==> src/rtl/i2c_pkg.sv <==
`default_nettype none
// ============================================================================
//  Module      : i2c_pkg
//  Description : Shared widths, R/W encoding and FSM state type for i2c_target.
//  Revision    : 1.0  initial release
// ============================================================================
package i2c_pkg;

    localparam int   I2C_ADDR_W  = 7;
    localparam int   I2C_BYTE_W  = 8;
    localparam logic I2C_RW_READ = 1'b1;

    typedef enum logic [2:0] {
        ST_IDLE     = 3'd0,
        ST_ADDR     = 3'd1,
        ST_ADDR_ACK = 3'd2,
        ST_WR_DATA  = 3'd3,
        ST_WR_ACK   = 3'd4,
        ST_RD_DATA  = 3'd5,
        ST_RD_ACK   = 3'd6,
        ST_IGNORE   = 3'd7
    } i2c_state_t;

endpackage : i2c_pkg
`default_nettype wire

==> src/rtl/i2c_bus_sampler.sv <==
`default_nettype none
// ============================================================================
//  Module      : i2c_bus_sampler
//  Description : SCL/SDA glitch filters, SCL edge strobes and START/STOP strobes.
//  Revision    : 1.0  initial release
// ============================================================================
module i2c_bus_sampler #(
    parameter int FILTER_LEN = 5
) (
    input  logic system_clk,
    input  logic reset,
    input  logic scl_in,
    input  logic sda_in,
    output logic scl_rise,
    output logic scl_fall,
    output logic sda_f,
    output logic start,
    output logic stop
);

    // The live pad sample is the newest entry of the FILTER_LEN-wide window,
    // so a clean level change reaches the filtered output in FILTER_LEN cycles.
    logic [FILTER_LEN-2:0] r_scl_sh;
    logic [FILTER_LEN-2:0] r_sda_sh;
    logic [FILTER_LEN-1:0] w_scl_win;
    logic [FILTER_LEN-1:0] w_sda_win;
    logic                  r_scl_f;
    logic                  r_scl_fd;
    logic                  r_sda_f;
    logic                  r_sda_fd;

    assign w_scl_win = {r_scl_sh, scl_in};
    assign w_sda_win = {r_sda_sh, sda_in};

    always_ff @(posedge system_clk) begin
        if (reset) begin
            r_scl_sh <= '1;
            r_sda_sh <= '1;
            r_scl_f  <= 1'b1;
            r_scl_fd <= 1'b1;
            r_sda_f  <= 1'b1;
            r_sda_fd <= 1'b1;
        end else begin
            r_scl_sh <= w_scl_win[FILTER_LEN-2:0];
            r_sda_sh <= w_sda_win[FILTER_LEN-2:0];
            if (&w_scl_win)
                r_scl_f <= 1'b1;
            else if (~|w_scl_win)
                r_scl_f <= 1'b0;
            if (&w_sda_win)
                r_sda_f <= 1'b1;
            else if (~|w_sda_win)
                r_sda_f <= 1'b0;
            r_scl_fd <= r_scl_f;
            r_sda_fd <= r_sda_f;
        end
    end

    assign scl_rise = r_scl_f & ~r_scl_fd;
    assign scl_fall = ~r_scl_f & r_scl_fd;
    assign sda_f    = r_sda_f;
    assign start    = r_scl_f & r_scl_fd & r_sda_fd & ~r_sda_f;
    assign stop     = r_scl_f & r_scl_fd & ~r_sda_fd & r_sda_f;

endmodule : i2c_bus_sampler
`default_nettype wire

==> src/rtl/i2c_target.sv <==
`default_nettype none
// ============================================================================
//  Module      : i2c_target
//  Description : I2C target endpoint: address match, ACK, pulse write/read port.
//                Optional general call answer: I2C_TARGET_GENERAL_CALL_EN.
//  Revision    : 1.0  initial release
// ============================================================================
module i2c_target
    import i2c_pkg::*;
#(
    parameter logic [I2C_ADDR_W-1:0] SLAVE_ADDR = 7'h50,
    parameter int                    FILTER_LEN = 5
) (
    input  logic                  system_clk,
    input  logic                  reset,
    input  logic                  scl_in,
    input  logic                  sda_in,
    output logic                  sda_oe,
    output logic                  wr_valid,
    output logic [I2C_BYTE_W-1:0] wr_data,
    output logic                  wr_first,
    output logic                  rd_req,
    input  logic [I2C_BYTE_W-1:0] rd_data,
    output logic                  busy
`ifdef I2C_TARGET_GENERAL_CALL_EN
    ,
    output logic                  gcall
`endif
);

    logic                  w_scl_rise;
    logic                  w_scl_fall;
    logic                  w_sda_f;
    logic                  w_start;
    logic                  w_stop;
    logic                  w_addr_ok;
`ifdef I2C_TARGET_GENERAL_CALL_EN
    logic                  w_gcall_hit;
`endif

    i2c_state_t            r_state;
    logic [I2C_BYTE_W-1:0] r_shift;
    logic [2:0]            r_bit_cnt;
    logic                  r_byte_done;
    logic                  r_first;
    logic                  r_rw;
    logic                  r_rd_load;
    logic                  r_mst_bit;

    i2c_bus_sampler #(
        .FILTER_LEN (FILTER_LEN)
    ) u_sampler (
        .system_clk (system_clk),
        .reset      (reset),
        .scl_in     (scl_in),
        .sda_in     (sda_in),
        .scl_rise   (w_scl_rise),
        .scl_fall   (w_scl_fall),
        .sda_f      (w_sda_f),
        .start      (w_start),
        .stop       (w_stop)
    );

`ifdef I2C_TARGET_GENERAL_CALL_EN
    assign w_gcall_hit = (r_shift[I2C_BYTE_W-1:1] == '0) && (r_shift[0] != I2C_RW_READ);
    assign w_addr_ok   = (r_shift[I2C_BYTE_W-1:1] == SLAVE_ADDR) || w_gcall_hit;
`else
    assign w_addr_ok   = (r_shift[I2C_BYTE_W-1:1] == SLAVE_ADDR);
`endif

    always_ff @(posedge system_clk) begin
        if (reset) begin
            r_state     <= ST_IDLE;
            r_shift     <= '0;
            r_bit_cnt   <= 3'd7;
            r_byte_done <= 1'b0;
            r_first     <= 1'b0;
            r_rw        <= 1'b0;
            r_rd_load   <= 1'b0;
            r_mst_bit   <= 1'b1;
            sda_oe      <= 1'b0;
            wr_valid    <= 1'b0;
            wr_data     <= '0;
            wr_first    <= 1'b0;
            rd_req      <= 1'b0;
            busy        <= 1'b0;
`ifdef I2C_TARGET_GENERAL_CALL_EN
            gcall       <= 1'b0;
`endif
        end else begin
            wr_valid <= 1'b0;
            rd_req   <= 1'b0;
            if (w_start || w_stop) begin
                r_state     <= w_start ? ST_ADDR : ST_IDLE;
                r_bit_cnt   <= 3'd7;
                r_byte_done <= 1'b0;
                r_rd_load   <= 1'b0;
                sda_oe      <= 1'b0;
                busy        <= 1'b0;
`ifdef I2C_TARGET_GENERAL_CALL_EN
                gcall       <= 1'b0;
`endif
            end else begin
                case (r_state)
                    ST_ADDR, ST_WR_DATA: begin
                        if (w_scl_fall) begin
                            if (r_byte_done) begin
                                r_byte_done <= 1'b0;
                                if (r_state == ST_WR_DATA) begin
                                    wr_data  <= r_shift;
                                    wr_valid <= 1'b1;
                                    wr_first <= r_first;
                                    r_first  <= 1'b0;
                                    sda_oe   <= 1'b1;
                                    r_state  <= ST_WR_ACK;
                                end else if (w_addr_ok) begin
                                    sda_oe  <= 1'b1;
                                    busy    <= 1'b1;
                                    r_rw    <= r_shift[0];
                                    r_state <= ST_ADDR_ACK;
`ifdef I2C_TARGET_GENERAL_CALL_EN
                                    gcall   <= w_gcall_hit;
`endif
                                end else begin
                                    r_state <= ST_IGNORE;
                                end
                            end
                        end else if (w_scl_rise) begin
                            r_shift   <= {r_shift[I2C_BYTE_W-2:0], w_sda_f};
                            r_bit_cnt <= r_bit_cnt - 3'd1;
                            if (r_bit_cnt == 3'd0)
                                r_byte_done <= 1'b1;
                        end
                    end
                    ST_ADDR_ACK: begin
                        if (w_scl_fall) begin
                            if (r_rw == I2C_RW_READ) begin
                                rd_req    <= 1'b1;
                                r_rd_load <= 1'b1;
                                r_state   <= ST_RD_DATA;
                            end else begin
                                sda_oe  <= 1'b0;
                                r_first <= 1'b1;
                                r_state <= ST_WR_DATA;
                            end
                        end
                    end
                    ST_WR_ACK: begin
                        if (w_scl_fall) begin
                            sda_oe  <= 1'b0;
                            r_state <= ST_WR_DATA;
                        end
                    end
                    ST_RD_DATA: begin
                        // Local logic answers rd_req one cycle later; load then.
                        if (r_rd_load) begin
                            r_rd_load <= 1'b0;
                            r_shift   <= rd_data;
                            sda_oe    <= ~rd_data[I2C_BYTE_W-1];
                        end else if (w_scl_fall) begin
                            if (r_byte_done) begin
                                r_byte_done <= 1'b0;
                                sda_oe      <= 1'b0;
                                r_state     <= ST_RD_ACK;
                            end else begin
                                r_shift <= {r_shift[I2C_BYTE_W-2:0], 1'b0};
                                sda_oe  <= ~r_shift[I2C_BYTE_W-2];
                            end
                        end else if (w_scl_rise) begin
                            r_bit_cnt <= r_bit_cnt - 3'd1;
                            if (r_bit_cnt == 3'd0)
                                r_byte_done <= 1'b1;
                        end
                    end
                    ST_RD_ACK: begin
                        if (w_scl_fall) begin
                            if (!r_mst_bit) begin
                                rd_req    <= 1'b1;
                                r_rd_load <= 1'b1;
                                r_state   <= ST_RD_DATA;
                            end else begin
                                busy    <= 1'b0;
                                r_state <= ST_IGNORE;
                            end
                        end else if (w_scl_rise) begin
                            r_mst_bit <= w_sda_f;
                        end
                    end
                    ST_IDLE, ST_IGNORE: begin
                    end
                    default: r_state <= ST_IDLE;
                endcase
            end
        end
    end

endmodule : i2c_target
`default_nettype wire

==> config.mk <==
export PLATFORM = sky130hd
export DESIGN_NAME = i2c_target
export DESIGN_NICKNAME = d
export VERILOG_FILES = /design/src/rtl/i2c_pkg.sv /design/src/rtl/i2c_bus_sampler.sv /design/src/rtl/i2c_target.sv
export SDC_FILE = /design/constraint.sdc
export NUM_CORES = 1
export LEC_CHECK = 0
export BUFFER_PORTS_ARGS = -buffer_cell sky130_fd_sc_hd__buf_2
export CAP_MARGIN = 20
export CELL_PAD_IN_SITES_DETAIL_PLACEMENT = 0
export CELL_PAD_IN_SITES_GLOBAL_PLACEMENT = 1
export CORE_MARGIN = 2
export CORE_UTILIZATION = 39
export CTS_CLUSTER_SIZE = 30
export DETAILED_ROUTE_END_ITERATION = 8
export PLACE_DENSITY = 0.84
export REMOVE_ABC_BUFFERS = 1
export SYNTH_ARGS = -nofsm -noshare
export SYNTH_HDL_FRONTEND = slang
export SYNTH_SLANG_ARGS = --single-unit
==> constraint.sdc <==
create_clock -name system_clk -period 2 [get_ports system_clk]
set_clock_uncertainty 0.15 [all_clocks]
set_input_delay 0.4 -clock system_clk [delete_from_list [all_inputs] [get_ports system_clk]]
set_output_delay 0.4 -clock system_clk [all_outputs]
set_load 0.02 [all_outputs]
==> results by group, run 1 <==
Clock tree
  – Clk sinks: 44
  – Clock Tree Buf Depth: 2
  – Cts bufs inserted: 5
  – # hold bufs at CTS: 0
  – Clock transition at path regs: approximately 0.08 ns
  – H-Tree Depth: 2
  – Clk_lat worst skew: 0.29 ns
  – Root buf cell: clkbuf_8
  – TritonCTS clock tree: built

Setup path
  – FF-to-FF path depth: 5
  – Largest stage delay, worst path: between 0.4 and 0.5 ns
  – Critical path buffers and inverters: 1
  – Startpoint Class: register
  – CP required: between 2 and 2.5 ns
  – Reg-to-reg endpoint: r_rw
  – WP data arrival: about 1.9 ns
  – CP Capture Type: register
  – CP cell instances: buf_4 > ha_1 > and2_1 > or4_1 > a21oi_1
  – Crit Path Max Fanout: 8
  – R2r startpoint: u_sampler.r_scl_f
  – Critical setup path kind: register to register
  – Slowest-stage cell, CP: or4_1
  – Flop-to-flop setup slack: 0.16 ns
  – Stages on the worst setup path: 5
  – CP delay by family, top: simple AND/OR/NAND/NOR gates

Cells and area
  – Nets@finish: 283
  – Filler cells: 501
  – P&R area growth vs syn: 16.1%
  – Inserted Diodes: 0
  – Final core utilization: 47.6%
  – Area of the multi-input gates: 1110 um2
  – Reg area: 881 um2
  – Share of cells above drive strength 1: 25.7%

Power
  – Worst IR Drop VDD: 485 uV
  – Lkg Pwr: 0.980 nW
  – Pwr dens: 583 nW/um2
  – Final Total Pwr: 1.44 mW

Synthesis
  – Compound-gate portion of the synthesized area: approximately 19%
  – Post-synth cell types: 50
  – FF+latch count, synth: 44
  – Synth top area cells: dfxtp_1 (42%), a211oi_1 (6.7%), mux2i_1 (5.7%)
  – Synthesized area: 2120 um2
  – Primary FF master, synth: dfxtp_1
  – Post-Synth Adder-Cell Area: 3.54%
  – Leading area contributor after synthesis: dfxtp_1
  – Top post-synthesis cells by count: dfxtp_1 (44), a211oi_1 (19), inv_1 (18), nand2_1 (17), nor2_1 (14)
  – Mapped Cells: roughly 230
  – Synth Warn #: 0
  – Asr flop ratio synth: 0%
  – Top-area cell type share of the netlist area: 41.5%
  – Share of the yosys chip area belonging to registers: 41.5%
  – Syn Area/Cell: 9.10 um2
  – Post-synthesis simple-gate area fraction: 19.8%
  – Main combinational cell family by area after synthesis: simple AND/OR/NAND/NOR gates
  – Synthesized-area fraction occupied by xor and xnor cells: less than 1%
  – Post-synthesis mux area share: under 10%
  – Most common cell in the netlist: dfxtp_1
  – Post-synth EDFFs: 0

Placement
  – Port bufs: 24
  – RD Place Congestion: 0.830
  – HPWL after DPL: 3.49 mm

GRT
  – Initial antenna violation count: 0
  – Largest net degree at the start of global routing: 17
  – Overall routing resource usage: around 16%
  – Gr ovfl total: 0
  – Vias in the first global route: 1636
  – First-pass GRT wire length: roughly 8 mm

Detailed routing
  – Residual DRC: 0
  – Avg Vias per Cell: 5.21
  – Via count: 1745
  – DR WL/cell: 13.8 um
  – Final ANT Viol Nets: 0
  – Starting DRT DRC Count: 113
  – Routed WL: 4.62 mm
  – DRT Pass-1 Iters: 4

Die
  – Core Box Area: about 5200 um2
  – Initial core utilization: 41.0%
  – DIE HEIGHT: 77.7 um
  – Site row count: 26
  – Die area: approximately 6000 um2
  – DIE WIDTH: a little under 80 um
  – Ports: 25

Flow run
  – Max_cap viols: 0

Timing
  – # setup viols final: 0
  – Slew Limit Headroom: slightly below 80%
  – Final setup TNS: 0 ns
  – RSZ-0062 raised after global routing: no
  – Slew @ Worst Pin: 0.341 ns
  – Fmax: 543 MHz
  – Tcrit/Tclk final: 92.1%
  – Post-layout minimum cycle time: 1.84 ns
  – Count of pins over their slew limit: 0
  – Final Hold Fails: 0

Min path
  – Hold worst-path end: u_sampler.r_sda_sh[0]
  – Hold Path Class: primary input to register
  – Worst hold path depth: 2
  – Hold Startpoint: sda_in

Status
  – Outcome: complete, no violations
-- flip-flops by register name, indices dropped and copies added, names as in the netlist --
| name | count |
|---|---|
| u_sampler.sda_f | 1 |
| wr_data | 8 |
| u_sampler.r_scl_f | 1 |
| r_rd_load | 1 |
| r_byte_done | 1 |
| r_rw | 1 |
| r_mst_bit | 1 |
| r_shift | 8 |
| busy | 1 |
| u_sampler.r_sda_fd | 1 |
| u_sampler.r_scl_fd | 1 |
| r_first | 1 |
| u_sampler.r_scl_sh | 4 |
| sda_oe | 1 |
| r_bit_cnt | 3 |
| u_sampler.r_sda_sh | 4 |
| wr_first | 1 |
| rd_req | 1 |
| wr_valid | 1 |
| r_state | 3 |
-- stage by stage --
| step | setup slack, ns | cell area, um2 | hold WS [ns] | cells |
|---|---|---|---|---|
| 5_1_grt | 0.0201 | 2460 | 0.177 | 335 |
| 3_3_place_gp | 0.154 | 2370 | 0.274 | 327 |
| 2_1_floorplan | -0.569 | 2060 | 0.264 | 219 |
| 6_report | 0.159 | 2460 | 0.178 | 335 |
| 4_1_cts | 0.0576 | 2450 | 0.170 | 334 |
| 3_5_place_dp | 0.0686 | 2370 | 0.278 | 327 |
-- power by group --
| group | leakage, nW | internal [mW] | switching [mW] |
|---|---|---|---|
| Combinational | 0.583 | 0.0154 | 0.0206 |
| Clock | 0.0410 | 0.238 | 0.278 |
| Sequential | 0.356 | 0.881 | 0.00318 |
| Total | 0.980 | 1.13 | 0.302 |
-- area by class of cell --
type / instances / area share [%]
Clock buffer: 6 / 2.95
Clock inverter: 1 / 0.203
Inverter: 19 / 2.90
Multi-Input combinational cell: 156 / 45.2
Sequential cell: 44 / 35.8
Tap cell: 70 / 3.56
Timing Repair Buffer: 39 / 9.45
-- kinds of logic after synthesis --
group | after synthesis
and+or+nand+nor | 76
AOI/OAI and AO/OA | 53
DFF | 44
buffers and inverters | 33
muxes | 19
adders and majority gates | 6
xor gates and xnor gates | 2
-- worst register-to-register path, cell delays in order (launching register included) --
cell and delay [ns]:
dfxtp_1 0.33, buf_4 0.15, ha_1 0.28, and2_1 0.25, or4_1 0.48, a21oi_1 0.13
-- worst max path at each step --
stage	startpoint	end	slack [ns]
6_report	u_sampler.r_scl_f	r_rw	0.16
5_1_grt	u_sampler.r_scl_f	wr_data[4]	0.02
4_1_cts	u_sampler.r_scl_f	wr_data[4]	0.06
3_5_place_dp	u_sampler.r_scl_f	wr_data[4]	0.07
3_3_place_gp	u_sampler.r_scl_f	wr_data[3]	0.15
2_1_floorplan	u_sampler.r_scl_f	wr_data[0]	-0.57
-- per-layer routing --
| layer | track usage [%] | up-vias | routed length, um |
|---|---|---|---|
| met5 | 0 | - | 0 |
| met4 | 5.54 | 0 | 46 |
| met3 | 3.72 | 4 | 219 |
| met2 | 24.1 | 46 | 1950 |
| met1 | 23.7 | 797 | 2410 |
| li1 | - | 898 | - |
-- cells in the final DEF (no fill, tap or decap), types with 9 or more instances in the layout --
cell,count
dfxtp_1,44
buf_2,24
inv_1,18
a211oi_1,18
nand2_1,17
buf_4,15
nor2_1,14
mux2i_1,12
nand3_1,9
or2_2,9
-- what timing repair did --
| action | CTS | global route |
|---|---|---|
| resized for setup | 0 | 1 |
| endpoints found under the setup margin | 0 | 10 |
| setup buffers | 0 | 1 |
Power figures use the tool's default switching activity.
==> inputs of run 2 (changes only) <==
CORE_UTILIZATION = 40   (was 39)
CTS_BUF_LIST = sky130_fd_sc_hd__clkbuf_8   (was default)
PLACE_DENSITY = 0.85   (was 0.84)
==> run 2 against run 1 <==
Compared with the run above:
- utilization is 1.6 points higher
- fmax is 0.78% higher
- worst setup slack better by 0.014 ns
- cell count is 1.2% higher
- die area is 2.4% lower
- count of clock-buffer cells in the layout is 1 lower
- flip-flop and latch count stayed put
- global-route usage is 0.46 points higher
- first-iteration DRC count is 13% higher
- sequential power hardly changed
- routed wire length is 0.13% lower
- largest power group unchanged
==> results by group, run 2 (same netlist as run 1, synthesis figures left out) <==
Timing
  – Worst setup margin: 0.173 ns (was 0.159 ns)
  – Slew @ Worst Pin: 0.481 ns (was 0.341 ns)
  – Fmax: 547 MHz (was 543 MHz)
  – Slew Limit Headroom: 67.9% (was 77.2%)
  – Hold slack: 0.169 ns (was 0.178 ns)
  – Count of pins over their slew limit: 0 (unchanged)
  – Final setup TNS: 0 ns (unchanged)
  – Final Hold Fails: 0 (unchanged)
  – # setup viols final: 0 (unchanged)
  – RSZ-0062 raised after global routing: no (unchanged)
  – Post-layout minimum cycle time: 1.83 ns (was 1.84 ns)
  – Tcrit/Tclk final: 91.4% (was 92.1%)

Status
  – Outcome: complete, no violations (unchanged)

Clock tree
  – Cts repair resizes: 0 (unchanged)
  – Clk sinks: 44 (unchanged)
  – Clock transition at path regs: 0.08 ns (about the same)
  – # hold bufs at CTS: 0 (unchanged)
  – Root buf cell: clkbuf_8 (unchanged)
  – TritonCTS clock tree: built (unchanged)
  – H-Tree Depth: 2 (unchanged)
  – Clk_lat worst skew: 0.30 ns (was 0.29 ns)
  – Clock Tree Buf Depth: 2 (unchanged)
  – Setup Buffers After CTS: 0 (unchanged)
  – Cts bufs inserted: 5 (unchanged)

Die
  – DIE HEIGHT: 76.8 um (was 77.7 um)
  – Site row count: 26 (unchanged)
  – DIE WIDTH: 76.8 um (was 77.7 um)
  – Ports: 25 (unchanged)
  – Initial core utilization: 41.5% (was 41.0%)
  – Die area: 5900 um2 (was 6040 um2)
  – Core Box Area: 5110 um2 (was 5170 um2)

GRT
  – Overall routing resource usage: 16.9% (was 16.4%)
  – Largest net degree at the start of global routing: 19 (was 17)
  – Gr ovfl total: 0 (unchanged)
  – Initial antenna violation count: 0 (unchanged)
  – Vias in the first global route: 1635 (was 1636)
  – First-pass GRT wire length: 8.05 mm (was 7.96 mm)

Detailed routing
  – Via count: 1744 (was 1745)
  – Final ANT Viol Nets: 0 (unchanged)
  – Starting DRT DRC Count: 128 (was 113)
  – DRT Pass-1 Iters: 6 (was 4)
  – DR WL/cell: 13.6 um (was 13.8 um)
  – Residual DRC: 0 (unchanged)
  – Routed WL: 4.62 mm (about the same)
  – Avg Vias per Cell: 5.14 (was 5.21)

Placement
  – RD Place Congestion: 0.834 (was 0.830)
  – Dpl cells: 331 (was 327)
  – Worst slack, placed: 0.182 ns (was 0.0686 ns)
  – HPWL after DPL: 3.41 mm (was 3.49 mm)
  – Port bufs: 24 (unchanged)

Cells and area
  – Final core utilization: 49.2% (was 47.6%)
  – Nets@finish: 286 (was 283)
  – P&R area growth vs syn: 18.5% (was 16.1%)
  – Area of the multi-input gates: 1110 um2 (about the same)
  – Biggest regs: r_shift (8), wr_data (8) (unchanged)
  – Finished Layout Cells: 339 (was 335)
  – Inserted Diodes: 0 (unchanged)
  – Filler cells: 521 (was 501)
  – Most frequent cells in the layout: dfxtp_1 (44), buf_2 (24), inv_1 (19) (was dfxtp_1 (44), buf_2 (24), inv_1 (18), a211oi_1 (18), nand2_1 (17))
  – Share of cells above drive strength 1: 26.4% (was 25.7%)
  – Most common cell after layout, fill and taps aside: dfxtp_1 (unchanged)
  – Reg area: 881 um2 (unchanged)

Power
  – P_sw: 324 uW (was 302 uW)
  – Lkg Pwr: 1.01 nW (was 0.980 nW)
  – Comb power frac: 2.3% (was 2.5%)
  – Clk pwr share: 42.0% (was 35.9%)
  – Seq pwr share: 55.7% (was 61.6%)
  – Worst IR Drop VDD: 385 uV (was 485 uV)
  – Pwr dens: 631 nW/um2 (was 583 nW/um2)
  – Power Internal: 1.26 mW (was 1.13 mW)
  – Net Sw Frac: 20.4% (was 21.0%)

Flow run
  – Max_cap viols: 0 (unchanged)

Setup path
  – Crit Path Max Fanout: 8 (unchanged)
  – CP required: 2.04 ns (was 2.08 ns)
  – CP Capture Type: register (unchanged)
  – WP data arrival: 1.87 ns (was 1.92 ns)
  – Critical setup path kind: register to register (unchanged)
  – Startpoint Class: register (unchanged)

Min path
  – Hold Path Class: primary input to register (unchanged)
## run 2: power groups by stage
| stage | clock (mW) | sequential [mW] | combinational [mW] |
|---|---|---|---|
| 6_report | 0.665 | 0.884 | 0.0368 |
| 5_1_grt | 0.713 | 0.885 | 0.0413 |
| 4_1_cts | 0.674 | 0.884 | 0.0375 |
| 3_5_place_dp | 0 | 0.904 | 0.0375 |
| 3_3_place_gp | 0 | 0.904 | 0.0369 |
| 2_1_floorplan | 0 | 0.904 | 0.0103 |
## run 2: per-layer routing
layer	vias to the layer above	routed length, um	global-route usage, %
li1	906	-	-
met1	789	2390	24.7
met2	44	1970	24.0
met3	5	187	3.65
met4	0	76	6.55
met5	-	0	0
## run 2: through the flow
stage,cell area [um2],power (mW)
2_1_floorplan,2060,0.914
3_3_place_gp,2400,0.941
3_5_place_dp,2400,0.942
4_1_cts,2510,1.60
5_1_grt,2510,1.64
6_report,2510,1.59
## run 2: critical path: stages, from the launching register on
cell and delay (ns):
dfxtp_1 0.31, inv_1 0.07, ha_1 0.31, nand2_1 0.17, a211oi_2 0.26, buf_4 0.20
mux2i_1 0.19, nor2_1 0.05
## run 2: area by class of cell
| cell class | instances | share of cell area, % |
|---|---|---|
| Clock inverter | 3 | 1.54 |
| Tap cell | 70 | 3.49 |
| Clock buffer | 5 | 2.74 |
| Sequential cell | 44 | 35.1 |
| Timing Repair Buffer | 42 | 10.2 |
| Inverter | 19 | 2.84 |
| Multi-Input combinational cell | 156 | 44.2 |
## run 2: worst paths after layout
check                   startpoint               endpoint  slack [ns]  depth (start not counted)
max reg2reg      u_sampler.r_scl_f             wr_data[6]        0.17                          7
min reg2reg  u_sampler.r_scl_sh[0]  u_sampler.r_scl_sh[1]        0.29                          1
min                         sda_in  u_sampler.r_sda_sh[0]        0.17                          2
max              u_sampler.r_scl_f             wr_data[6]        0.17                          7
==> inputs of run 3 (changes only) <==
--- a/config.mk
+++ b/config.mk
@@ -9,4 +9,2 @@
 export CAP_MARGIN = 20
-export CELL_PAD_IN_SITES_DETAIL_PLACEMENT = 0
-export CELL_PAD_IN_SITES_GLOBAL_PLACEMENT = 1
 export CORE_MARGIN = 2
@@ -16,3 +14,3 @@
 export DETAILED_ROUTE_END_ITERATION = 8
-export PLACE_DENSITY = 0.85
+export PLACE_DENSITY = 0.71
 export REMOVE_ABC_BUFFERS = 1
==> constraint.sdc (replaced) <==
create_clock -name system_clk -period 2 [get_ports system_clk]
set_clock_uncertainty 0.15 [all_clocks]
set_input_delay 0.3 -clock system_clk [delete_from_list [all_inputs] [get_ports system_clk]]
set_output_delay 0.3 -clock system_clk [all_outputs]
set_load 0.02 [all_outputs]
==> run 3 against run 2 <==
Compared with the run above:
- worst hold slack worse by 0.096 ns
- critical path depth down 2
- flip-flop and latch count unchanged
- routed wire length up 1.6%
- die area unchanged
- total power up 16%
- final area up 1.5%
- worst setup slack better by 0.0029 ns
- non-clock buffer count down 2
- fmax up 0.16%
- sequential share of layout area down 0.53 points
- register-to-register slack about the same
- critical path type unchanged
==> results by group, run 3 (same netlist as run 1, synthesis figures left out) <==
GRT
  – Initial antenna violation count: 0 (unchanged)
  – First-pass GRT wire length: 8.22 mm (was 8.05 mm)
  – Vias in the first global route: 1721 (was 1635)
  – Overall routing resource usage: 16.9% (about the same)
  – Largest net degree at the start of global routing: 21 (was 19)
  – Gr ovfl total: 0 (unchanged)

Cells and area
  – Most common cell after layout, fill and taps aside: dfxtp_1 (unchanged)
  – Final core utilization: 50.0% (was 49.2%)
  – Nets@finish: 284 (was 286)
  – P&R area growth vs syn: 20.3% (was 18.5%)
  – Inserted Diodes: 0 (unchanged)
  – Share of cells above drive strength 1: 26.6% (was 26.4%)
  – Biggest regs: r_shift (8), wr_data (8) (unchanged)
  – Most frequent cells in the layout: dfxtp_1 (44), buf_2 (24), inv_1 (18), a211oi_1 (18), nand2_1 (17) (was dfxtp_1 (44), buf_2 (24), inv_1 (19))

Timing
  – Post-layout minimum cycle time: 1.82 ns (was 1.83 ns)
  – Count of pins over their slew limit: 0 (unchanged)
  – # setup viols final: 0 (unchanged)
  – Fmax: 548 MHz (was 547 MHz)
  – Slew Limit Headroom: 75.9% (was 67.9%)
  – Tcrit/Tclk final: 91.2% (was 91.4%)
  – RSZ-0062 raised after global routing: no (unchanged)
  – Slew @ Worst Pin: 0.361 ns (was 0.481 ns)
  – Hold slack: 0.0734 ns (was 0.169 ns)
  – Final Hold Fails: 0 (unchanged)

Placement
  – Port bufs: 24 (unchanged)
  – HPWL after DPL: 3.36 mm (was 3.41 mm)
  – RD Place Congestion: 0.895 (was 0.834)

Status
  – Outcome: complete, no violations (unchanged)

Setup path
  – R2r startpoint: u_sampler.r_scl_f (unchanged)
  – WP data arrival: 1.90 ns (was 1.87 ns)
  – CP Capture Type: register (unchanged)
  – Critical setup path kind: register to register (unchanged)
  – Startpoint Class: register (unchanged)
  – CP required: 2.08 ns (was 2.04 ns)
  – Crit Path Max Fanout: 8 (unchanged)
  – Crit path launch: u_sampler.r_scl_f (unchanged)

Clock tree
  – Cts bufs inserted: 5 (unchanged)
  – Clock transition at path regs: 0.09 ns (was 0.08 ns)
  – TritonCTS clock tree: built (unchanged)
  – Clk sinks: 44 (unchanged)
  – H-Tree Depth: 2 (unchanged)
  – Root buf cell: clkbuf_8 (unchanged)
  – Clk_lat worst skew: 0.29 ns (was 0.30 ns)
  – Clock Tree Buf Depth: 2 (unchanged)

Power
  – Worst IR Drop VDD: 602 uV (was 385 uV)
  – Lkg Pwr: 1.02 nW (was 1.01 nW)
  – Pwr dens: 723 nW/um2 (was 631 nW/um2)
  – Final Total Pwr: 1.84 mW (was 1.59 mW)

Min path
  – Hold Startpoint: sda_in (unchanged)
  – Hold Path Class: primary input to register (unchanged)

Detailed routing
  – Avg Vias per Cell: 5.23 (was 5.14)
  – Final ANT Viol Nets: 0 (unchanged)
  – Highest metal used: met4 (unchanged)
  – DR WL/cell: 13.9 um (was 13.6 um)
  – Routed WL: 4.69 mm (was 4.62 mm)
  – DRT Pass-1 Iters: 6 (unchanged)
  – Residual DRC: 0 (unchanged)
  – Starting DRT DRC Count: 137 (was 128)
  – M1 WL: 2.36 mm (was 2.39 mm)
  – DR WL met3: 197 um (was 187 um)
  – DR WL met2: 2.07 mm (was 1.97 mm)
  – Via count: 1764 (was 1744)

Flow run
  – Max_cap viols: 0 (unchanged)

Die
  – Initial core utilization: 41.5% (unchanged)
  – Core Box Area: 5110 um2 (unchanged)
  – Site row count: 26 (unchanged)
  – DIE HEIGHT: 76.8 um (unchanged)
  – Ports: 25 (unchanged)
  – DIE WIDTH: 76.8 um (unchanged)
  – Die area: 5900 um2 (unchanged)
-- run 3: changes by cell type in the layout (fill, tap and decap cells not counted) --
cell | before | now
buf_4 | 18 | 16
bufinv_16 | 1 | 3
clkinv_2 | 1 | 0
ha_1 | 6 | 5
ha_2 | 0 | 1
inv_1 | 19 | 18
-- run 3: worst paths after layout --
check / to / depth (start not counted) / slack (ns)
hold reg to reg: u_sampler.r_sda_sh[1] / 1 / 0.30
setup reg to reg: r_rw / 5 / 0.18
hold / removal: u_sampler.r_sda_sh[0] / 2 / 0.07
setup / recovery: r_rw / 5 / 0.18
-- run 3: power by group --
part / switching (mW) / internal [mW]
Sequential: 0.00313 / 0.881
Combinational: 0.0218 / 0.0141
Clock: 0.301 / 0.624
Total: 0.326 / 1.52
-- run 3: critical path, stage by stage (launching register included) --
cell     delay [ns]
dfxtp_1        0.32
buf_4          0.15
ha_1           0.28
and2_1         0.25
or4_1          0.48
a21oi_1        0.13
-- run 3: cell type report --
cell class | count | area [um2]
Tap cell | 70 | 87.6
Timing Repair Buffer | 40 | 240
Sequential cell | 44 | 881
Inverter | 19 | 71.3
Fill cell | 488 | 2560
Clock inverter | 3 | 90.1
Clock buffer | 5 | 68.8
Multi-Input combinational cell | 156 | 1110
-- run 3: metrics by stage --
stage	instance area [um2]	setup TNS [ns]	instances	worst slack (ns)
after floorplan	2060	-5.95	219	-0.569
after global placement	2370	0	327	0.191
after detailed placement	2370	0	327	0.176
after CTS	2530	0	335	0.157
after global routing	2550	0	337	0.0429
final	2550	0	337	0.176
-- run 3: what timing repair did --
action / 4_1_cts / 5_1_grt
endpoints found under the setup margin: 0 / 4
resized for setup: 0 / 1
hold buffers: 0 / 0
buffers inserted: 0 / 2
-- run 3: layer usage --
layer / track usage, % / vias up
li1: - / 898
met5: 0 / -
met1: 23.4 / 816
met4: 6.00 / 0
met3: 3.65 / 6
met2: 25.7 / 44
